## src/rtl/regfile_wb_pkg.sv

```systemverilog
// ============================================================================
//  Module      : regfile_wb_pkg
//  Description : Shared constants, write-back request type and mask helpers
//                for the register-file write-back sequencer.
//  Revision    : 1.0 - initial release
// ============================================================================
`default_nettype none

package regfile_wb_pkg;

  localparam int NREG = 16;
  localparam int AW   = $clog2(NREG);
  localparam int DW   = 32;

  typedef struct packed {
    logic [AW-1:0] rd;
    logic [DW-1:0] data;
    logic          rs1_en;
    logic [AW-1:0] rs1;
    logic [DW-1:0] rs1_data;
  } wb_req_t;

  function automatic logic [NREG-1:0] onehot_mask(input logic [AW-1:0] addr);
    logic [NREG-1:0] m;
    m       = '0;
    m[addr] = 1'b1;
    return m;
  endfunction

  // Registers a request will touch; R0 is never reported as pending.
  function automatic logic [NREG-1:0] req_mask(input logic [AW-1:0] rd,
                                               input logic          rs1_en,
                                               input logic [AW-1:0] rs1);
    logic [NREG-1:0] m;
    m = onehot_mask(rd);
    if (rs1_en) m = m | onehot_mask(rs1);
    m[0] = 1'b0;
    return m;
  endfunction

endpackage

`default_nettype wire

```

## src/rtl/regfile_wb_sequencer_if.sv

```systemverilog
// ============================================================================
//  Module      : regfile_wb_sequencer_if
//  Description : Request handshake and register-file write bus of the
//                write-back sequencer. Forwarding signals exist only when
//                WB_FWD_EN is defined.
//  Revision    : 1.0 - initial release
// ============================================================================
`default_nettype none

interface regfile_wb_sequencer_if import regfile_wb_pkg::*; ();

  logic            req_valid;
  logic            req_ready;
  logic [AW-1:0]   req_rd;
  logic [DW-1:0]   req_data;
  logic            req_rs1_en;
  logic [AW-1:0]   req_rs1;
  logic [DW-1:0]   req_rs1_data;
  logic            flush;

  logic [AW-1:0]   RW;
  logic [DW-1:0]   Bus_W;
  logic            RegRw;
  logic            Rs1Rw;
  logic [DW-1:0]   Bus_W1;
  logic [AW-1:0]   wb_rs1_addr;
  logic            ra_sel;
  logic [NREG-1:0] pending;

`ifdef WB_FWD_EN
  logic [AW-1:0]   fwd_addr_a;
  logic [AW-1:0]   fwd_addr_b;
  logic            fwd_hit_a;
  logic            fwd_hit_b;
  logic [DW-1:0]   fwd_data_a;
  logic [DW-1:0]   fwd_data_b;
`endif

  modport master (
    output req_valid, req_rd, req_data, req_rs1_en, req_rs1, req_rs1_data, flush,
`ifdef WB_FWD_EN
    output fwd_addr_a, fwd_addr_b,
    input  fwd_hit_a, fwd_hit_b, fwd_data_a, fwd_data_b,
`endif
    input  req_ready, RW, Bus_W, RegRw, Rs1Rw, Bus_W1, wb_rs1_addr, ra_sel, pending
  );

  modport slave (
    input  req_valid, req_rd, req_data, req_rs1_en, req_rs1, req_rs1_data, flush,
`ifdef WB_FWD_EN
    input  fwd_addr_a, fwd_addr_b,
    output fwd_hit_a, fwd_hit_b, fwd_data_a, fwd_data_b,
`endif
    output req_ready, RW, Bus_W, RegRw, Rs1Rw, Bus_W1, wb_rs1_addr, ra_sel, pending
  );

endinterface

`default_nettype wire

```

## src/rtl/wb_req_fifo.sv

```systemverilog
// ============================================================================
//  Module      : wb_req_fifo
//  Description : DEPTH-entry circular request buffer with push, pop, flush,
//                full/empty flags and per-entry valid bits and register masks.
//  Revision    : 1.0 - initial release
// ============================================================================
`default_nettype none

module wb_req_fifo import regfile_wb_pkg::*; #(
  parameter int DEPTH = 2
) (
  input  wire logic            clk,
  input  wire logic            reset,
  input  wire logic            push,
  input  wire logic            pop,
  input  wire logic            flush,
  input  wire wb_req_t         din,
  output wb_req_t              dout,
  output logic                 full,
  output logic                 empty,
  output logic [DEPTH-1:0]     entry_valid,
  output logic [NREG-1:0]      entry_mask [DEPTH]
);

  localparam int PW = $clog2(DEPTH);
  localparam int CW = PW + 1;

  wb_req_t        mem [DEPTH];
  logic [PW-1:0]  wr_ptr;
  logic [PW-1:0]  rd_ptr;
  logic [CW-1:0]  count;
  logic           push_ok;
  logic           pop_ok;

  // Flush wins over both ports so a same-cycle request is dropped.
  assign push_ok = push && !full  && !flush;
  assign pop_ok  = pop  && !empty && !flush;
  assign full    = (count == CW'(DEPTH));
  assign empty   = (count == '0);
  assign dout    = mem[rd_ptr];

  // Pointer and occupancy bookkeeping; pointers wrap naturally at DEPTH.
  always_ff @(posedge clk) begin
    if (reset || flush) begin
      wr_ptr <= '0;
      rd_ptr <= '0;
      count  <= '0;
    end else begin
      if (push_ok) wr_ptr <= wr_ptr + 1'b1;
      if (pop_ok)  rd_ptr <= rd_ptr + 1'b1;
      count <= count + CW'(push_ok) - CW'(pop_ok);
    end
  end

  // Storage array; contents are qualified by the valid bits, so no reset.
  always_ff @(posedge clk) begin
    if (push_ok) mem[wr_ptr] <= din;
  end

  for (genvar i = 0; i < DEPTH; i++) begin : g_entry
    logic [PW-1:0] offset;
    assign offset         = PW'(i) - rd_ptr;
    assign entry_valid[i] = ({1'b0, offset} < count);
    assign entry_mask[i]  = req_mask(mem[i].rd, mem[i].rs1_en, mem[i].rs1);
  end

endmodule

`default_nettype wire

```

## src/rtl/regfile_wb_sequencer.sv

```systemverilog
// ============================================================================
//  Module      : regfile_wb_sequencer
//  Description : Write-back end of the register-file interface. Queues
//                write-back requests, issues one write slot per cycle with
//                R0 and rd/rs1 collision suppression, and exports a pending
//                mask. Define WB_FWD_EN to add issue-slot forwarding ports.
//  Revision    : 1.0 - initial release
// ============================================================================
`default_nettype none

module regfile_wb_sequencer import regfile_wb_pkg::*; #(
  parameter int DEPTH = 2
) (
  input  wire logic             clk,
  input  wire logic             reset,
  regfile_wb_sequencer_if.slave bus
);

  wb_req_t          req_in;
  wb_req_t          head;
  logic             fifo_full;
  logic             fifo_empty;
  logic             issue;
  logic             head_rs1_wr;
  logic [DEPTH-1:0] entry_valid;
  logic [NREG-1:0]  entry_mask [DEPTH];

  logic             slot_valid;
  logic [NREG-1:0]  slot_mask;
  logic [AW-1:0]    slot_rw;
  logic [DW-1:0]    slot_bus_w;
  logic             slot_regrw;
  logic             slot_rs1rw;
  logic [DW-1:0]    slot_bus_w1;
  logic [AW-1:0]    slot_rs1_addr;
  logic [NREG-1:0]  pend;

  assign req_in = '{rd: bus.req_rd, data: bus.req_data, rs1_en: bus.req_rs1_en,
                    rs1: bus.req_rs1, rs1_data: bus.req_rs1_data};

  wb_req_fifo #(.DEPTH(DEPTH)) u_fifo (
    .clk         (clk),
    .reset       (reset),
    .push        (bus.req_valid),
    .pop         (issue),
    .flush       (bus.flush),
    .din         (req_in),
    .dout        (head),
    .full        (fifo_full),
    .empty       (fifo_empty),
    .entry_valid (entry_valid),
    .entry_mask  (entry_mask)
  );

  // Flushed entries must never reach the slot, so flush blocks the pop.
  assign issue       = !fifo_empty && !bus.flush;
  // rs1 write is dropped for R0 and when it targets the same register as rd.
  assign head_rs1_wr = head.rs1_en && (head.rs1 != '0) && (head.rs1 != head.rd);

  // Issue slot: load the FIFO head, or go idle keeping RW/Bus_W.
  always_ff @(posedge clk) begin
    if (reset) begin
      slot_valid    <= 1'b0;
      slot_mask     <= '0;
      slot_rw       <= '0;
      slot_bus_w    <= '0;
      slot_regrw    <= 1'b0;
      slot_rs1rw    <= 1'b0;
      slot_bus_w1   <= '0;
      slot_rs1_addr <= '0;
    end else if (issue) begin
      slot_valid    <= 1'b1;
      slot_mask     <= req_mask(head.rd, head.rs1_en, head.rs1);
      slot_rw       <= head.rd;
      slot_bus_w    <= head.data;
      slot_regrw    <= (head.rd != '0);
      slot_rs1rw    <= head_rs1_wr;
      slot_bus_w1   <= head_rs1_wr ? head.rs1_data : '0;
      slot_rs1_addr <= head_rs1_wr ? head.rs1 : '0;
    end else begin
      slot_valid    <= 1'b0;
      slot_mask     <= '0;
      slot_regrw    <= 1'b0;
      slot_rs1rw    <= 1'b0;
      slot_bus_w1   <= '0;
      slot_rs1_addr <= '0;
    end
  end

  // Pending mask: OR of the issue slot and every valid queued entry.
  always_comb begin
    pend = slot_valid ? slot_mask : '0;
    for (int i = 0; i < DEPTH; i++) begin
      if (entry_valid[i]) pend = pend | entry_mask[i];
    end
  end

  assign bus.req_ready   = !fifo_full;
  assign bus.RW          = slot_rw;
  assign bus.Bus_W       = slot_bus_w;
  assign bus.RegRw       = slot_regrw;
  assign bus.Rs1Rw       = slot_rs1rw;
  assign bus.Bus_W1      = slot_bus_w1;
  assign bus.wb_rs1_addr = slot_rs1_addr;
  assign bus.ra_sel      = slot_rs1rw;
  assign bus.pending     = pend;

`ifdef WB_FWD_EN
  // Forward the value being written this cycle; rd match beats rs1 match.
  always_comb begin
    bus.fwd_hit_a  = 1'b0;
    bus.fwd_data_a = '0;
    bus.fwd_hit_b  = 1'b0;
    bus.fwd_data_b = '0;
    if (bus.fwd_addr_a != '0) begin
      if (slot_regrw && (slot_rw == bus.fwd_addr_a)) begin
        bus.fwd_hit_a  = 1'b1;
        bus.fwd_data_a = slot_bus_w;
      end else if (slot_rs1rw && (slot_rs1_addr == bus.fwd_addr_a)) begin
        bus.fwd_hit_a  = 1'b1;
        bus.fwd_data_a = slot_bus_w1;
      end
    end
    if (bus.fwd_addr_b != '0) begin
      if (slot_regrw && (slot_rw == bus.fwd_addr_b)) begin
        bus.fwd_hit_b  = 1'b1;
        bus.fwd_data_b = slot_bus_w;
      end else if (slot_rs1rw && (slot_rs1_addr == bus.fwd_addr_b)) begin
        bus.fwd_hit_b  = 1'b1;
        bus.fwd_data_b = slot_bus_w1;
      end
    end
  end
`endif

endmodule

`default_nettype wire
```

## src/flat_wrapper.sv

```systemverilog
// flat-port wrapper written by rule: the top's interface ports become plain ports
module regfile_wb_sequencer_flat import regfile_wb_pkg::*;
#(
  parameter int DEPTH = 2
)
  (clk, reset, bus_req_valid, bus_req_rd, bus_req_data, bus_req_rs1_en, bus_req_rs1, bus_req_rs1_data, bus_flush, bus_req_ready, bus_RW, bus_Bus_W, bus_RegRw, bus_Rs1Rw, bus_Bus_W1, bus_wb_rs1_addr, bus_ra_sel, bus_pending);
  regfile_wb_sequencer_if bus_i ();
  input  wire logic clk;
  input  wire logic reset;
  input wire logic [$bits(bus_i.req_valid)-1:0] bus_req_valid;
  input wire logic [$bits(bus_i.req_rd)-1:0] bus_req_rd;
  input wire logic [$bits(bus_i.req_data)-1:0] bus_req_data;
  input wire logic [$bits(bus_i.req_rs1_en)-1:0] bus_req_rs1_en;
  input wire logic [$bits(bus_i.req_rs1)-1:0] bus_req_rs1;
  input wire logic [$bits(bus_i.req_rs1_data)-1:0] bus_req_rs1_data;
  input wire logic [$bits(bus_i.flush)-1:0] bus_flush;
  output wire logic [$bits(bus_i.req_ready)-1:0] bus_req_ready;
  output wire logic [$bits(bus_i.RW)-1:0] bus_RW;
  output wire logic [$bits(bus_i.Bus_W)-1:0] bus_Bus_W;
  output wire logic [$bits(bus_i.RegRw)-1:0] bus_RegRw;
  output wire logic [$bits(bus_i.Rs1Rw)-1:0] bus_Rs1Rw;
  output wire logic [$bits(bus_i.Bus_W1)-1:0] bus_Bus_W1;
  output wire logic [$bits(bus_i.wb_rs1_addr)-1:0] bus_wb_rs1_addr;
  output wire logic [$bits(bus_i.ra_sel)-1:0] bus_ra_sel;
  output wire logic [$bits(bus_i.pending)-1:0] bus_pending;
  assign bus_i.req_valid = bus_req_valid;
  assign bus_i.req_rd = bus_req_rd;
  assign bus_i.req_data = bus_req_data;
  assign bus_i.req_rs1_en = bus_req_rs1_en;
  assign bus_i.req_rs1 = bus_req_rs1;
  assign bus_i.req_rs1_data = bus_req_rs1_data;
  assign bus_i.flush = bus_flush;
  assign bus_req_ready = bus_i.req_ready;
  assign bus_RW = bus_i.RW;
  assign bus_Bus_W = bus_i.Bus_W;
  assign bus_RegRw = bus_i.RegRw;
  assign bus_Rs1Rw = bus_i.Rs1Rw;
  assign bus_Bus_W1 = bus_i.Bus_W1;
  assign bus_wb_rs1_addr = bus_i.wb_rs1_addr;
  assign bus_ra_sel = bus_i.ra_sel;
  assign bus_pending = bus_i.pending;
  regfile_wb_sequencer #(.DEPTH(DEPTH)) u_core (.clk(clk), .reset(reset), .bus(bus_i));
endmodule
```

## config.mk

```make
export PLATFORM = sky130hd
export DESIGN_NAME = regfile_wb_sequencer_flat
export DESIGN_NICKNAME = d
export VERILOG_FILES = /design/src/rtl/regfile_wb_pkg.sv /design/src/rtl/regfile_wb_sequencer_if.sv /design/src/rtl/wb_req_fifo.sv /design/src/rtl/regfile_wb_sequencer.sv /design/src/flat_wrapper.sv
export SDC_FILE = /design/constraint.sdc
export NUM_CORES = 1
export LEC_CHECK = 0
export BUFFER_PORTS_ARGS = -buffer_cell sky130_fd_sc_hd__buf_2
export CAP_MARGIN = 10
export CORE_MARGIN = 3
export CORE_UTILIZATION = 55
export DETAILED_ROUTE_END_ITERATION = 10
export PLACE_DENSITY = 0.75
export SYNTH_ARGS = -nofsm -noshare
export SYNTH_HDL_FRONTEND = slang
export SYNTH_SLANG_ARGS = --single-unit
```

## constraint.sdc

```tcl
create_clock -name clk -period 6 [get_ports clk]
set_input_delay 0.9 -clock clk [delete_from_list [all_inputs] [get_ports clk]]
set_output_delay 0.9 -clock clk [all_outputs]
set_load 0.02 [all_outputs]
```

==> flow_summary.toml <==
[setup_path]
worstPathRequired_ns = 5.10
start_kind = "flip-flop"
cp.arrival_ns = 2.21
path_max_fanout = 12
setup.worst_path.end_class = "output pin"
critPathKind = "reg2out"

[yosys]
yosysSeqAreaShare = 0.689
synthesis.nets = 742
yosysUniqueCellTypes = 41
synth_edf_count = 146
ys.warnings.count = 0
synth_cells = 663
synth-seq-cells = 241
synth.cell_area_um2 = 9120
async_reset_ff_frac = 0
avgSynthCellArea_um2 = 13.8
synth-main-ff-cell = "edfxtp_1"

[sta]
period_needed_ns = 3.11
hold_viol = 0
fin_ws_ns = 2.89
skew_ns = 0.0231
max_slew_margin = 0.346
min_period_over_period = 0.519
whs_ns = 0.478
clock.fmax_mhz = 321
setup_tns_ns = 0
slew_viol_final = 0
timing_worst_slew_pin_value_ns = 0.982
setup_viol = 0
rsz0062_at_grt = "false"

[layout]
syn2layout_area_growth_pct = 19.3
drive_above_1_share = 0.269
num_antenna_cells = 0
layout.nets = 894
layout_common_cells = "buf_2, edfxtp_1, dfxtp_1"
final_common_cell = "buf_2"
fin_cells = 1049
fillers = 1168

[die]
fp.dieW_um = 135
rows = 46
die_area_um2 = 18200
die_h_um = 135
core-area_um2 = 16100
io_pins = 169
initial_core_util = 0.568

[clocking]
cts-root-buf = "clkbuf_16"
cts-buffers-inserted = 24
postCtsSetupRepairBufs = 0
clkLatencyLatePin_ns = 0.51
cts_sinks = 241
clock_path_buffers = 3
cts-htree-levels = 1
cts_tree = "yes"
cts_hold_buf = 0
cts.clk_slew.worst_paths_ns = 0.06
ctsResizeCount = 0

[global_route]
grt-busiest-layer = "met2"
grt_pass1_vias = 5935
grt_antenna_before_repair = 0
grt_max_degree = 73
grt_pass1_wl_mm = 31.0
grt_overflow = 0
met1_usage = 0.283
grtUsageMet3 = 0.0551
grt.met2_usage = 0.345
grtUsageTotal = 0.213

[power]
p_clk_frac = 0.437
switching_share = 0.207
p_seq_frac = 0.507
p_int_mw = 2.86
ir_drop_mv = 0.284
p_leak_nw = 4.05
power_density_nw_per_um2 = 332
p_switching_mw = 0.748
pwr-share-comb = 0.056

[routing]
drtIter0Drc = 520
drc = 0
ant_nets = 0
wl_per_cell_um = 18.7
via_count = 5875
drtPass1Iterations = 8
drt-total-wl_mm = 19.6
viasPerCell = 5.60

[place]
dp_cells = 1005
finalWeightedCongestion = 0.940
hpwl_mm = 13.1
port-buffer-count = 167
place_ws_ns = 3.10

[run_status]
status = "completed"

[job]
cap_violations = 0

[hold_path]
hold_path.class = "reg2reg"
==> through the flow <==
stage	util	instance area [µm²]	total power, mW
floorplan	-	9120	1.99
global placement	0.625	10000	2.06
detailed placement	0.625	10000	2.07
CTS	0.678	10900	3.64
global route	0.678	10900	3.72
finish	0.678	10900	3.61
==> critical path: stages (launching register included) <==
cell      delay (ns)
edfxtp_1        0.55
or3b_2          0.54
nor3b_1         0.18
o21ai_0         0.16
nand2_1         0.13
buf_2           0.17
==> cells in the mapped netlist (2+ instances only) <==
cell | number | area share
edfxtp_1 | 146 | 0.48
buf_4 | 8 | 0.0066
mux2i_1 | 74 | 0.081
xnor2_1 | 11 | 0.011
nor3_1 | 11 | 0.0060
a22oi_1 | 18 | 0.015
o22ai_1 | 19 | 0.013
a21boi_1 | 2 | 0.0016
a21oi_1 | 2 | 0.0011
or3b_2 | 2 | 0.0019
o21ai_0 | 4 | 0.0022
a41oi_2 | 2 | 0.0036
inv_2 | 2 | 0.00082
a211oi_1 | 37 | 0.030
nor3b_1 | 2 | 0.0016
dfxtp_1 | 95 | 0.21
nand3b_1 | 8 | 0.0066
buf_2 | 16 | 0.0088
nand3_1 | 5 | 0.0027
nand2_1 | 13 | 0.0053
buf_6 | 4 | 0.0049
ha_1 | 2 | 0.0027
inv_1 | 19 | 0.0078
clkbuf_1 | 16 | 0.0066
or2_2 | 2 | 0.0014
a222oi_1 | 13 | 0.014
nor2_1 | 87 | 0.036
o32ai_1 | 13 | 0.012
nand2b_1 | 16 | 0.011
a21o_1 | 3 | 0.0025
==> registers in the layout, summed over array words and instances, names as in the netlist, named ones only <==
| register | flops |
|---|---|
| u_core.u_fifo.wr_ptr | 1 |
| u_core.bus.Bus_W1 | 32 |
| u_core.bus.Rs1Rw | 1 |
| u_core.u_fifo.count | 2 |
| u_core.u_fifo.mem | 146 |
| u_core.u_fifo.rd_ptr | 1 |
| u_core.bus.RegRw | 1 |
| u_core.slot_valid | 1 |
| u_core.bus.Bus_W | 32 |
| u_core.slot_mask | 15 |
| u_core.bus.RW | 4 |
| u_core.bus.wb_rs1_addr | 4 |
==> routing by layer <==
metal  share of wire  up-vias  wire (µm)
met1            0.41     2790       8110
met2            0.48      252       9420
met5               0        -          0
met4           0.026        0        519
li1                -     2795          -
met3           0.081       38       1590
==> final cells by class <==
cell class / instances / area, µm² / share of cell area
clock buffer: 33 / 654 / 0.0601
clock inverter: 11 / 199 / 0.0183
inverter: 21 / 78.8 / 0.00724
multi-input combinational: 356 / 2520 / 0.232
sequential: 241 / 6290 / 0.578
tap: 216 / 270 / 0.0248
timing repair buffer: 171 / 866 / 0.0796
==> path summary, 6_finish.rpt <==
check	to	start	depth (start not counted)	slack [ns]
worst max-delay path	bus_pending[2]	u_core.u_fifo.mem[0][34]$_DFFE_PP_	5	2.89
worst min-delay path	u_core.bus.Bus_W1[3]$_SDFF_PP0_	u_core.u_fifo.mem[0][3]$_DFFE_PP_	2	0.48
worst max register to register	u_core.slot_mask[3]$_SDFF_PP0_	flip-flop	4	3.49
worst min register to register	u_core.bus.Bus_W1[3]$_SDFF_PP0_	u_core.u_fifo.mem[0][3]$_DFFE_PP_	2	0.48
==> kinds of logic after synthesis <==
family / Yosys count / synth area share
flip-flops: 241 / 0.689
AND/OR/NAND/NOR: 149 / 0.0753
AO/OA/AOI/OAI: 117 / 0.102
multiplexers: 75 / 0.0827
buffers and inverters: 66 / 0.0363
XOR/XNOR: 12 / 0.0115
adder cells (fa/ha/maj): 2 / 0.00274
other: 1 / 0.000411
==> power groups by stage <==
stage / clock [mW] / combinational [mW] / sequential (mW)
after floorplan: 0 / 0.115 / 1.87
after global placement: 0 / 0.194 / 1.86
after detailed placement: 0 / 0.200 / 1.87
after CTS: 1.60 / 0.201 / 1.83
after global routing: 1.67 / 0.219 / 1.84
final: 1.58 / 0.200 / 1.83
No activity file was read; power rests on OpenSTA's default activity.
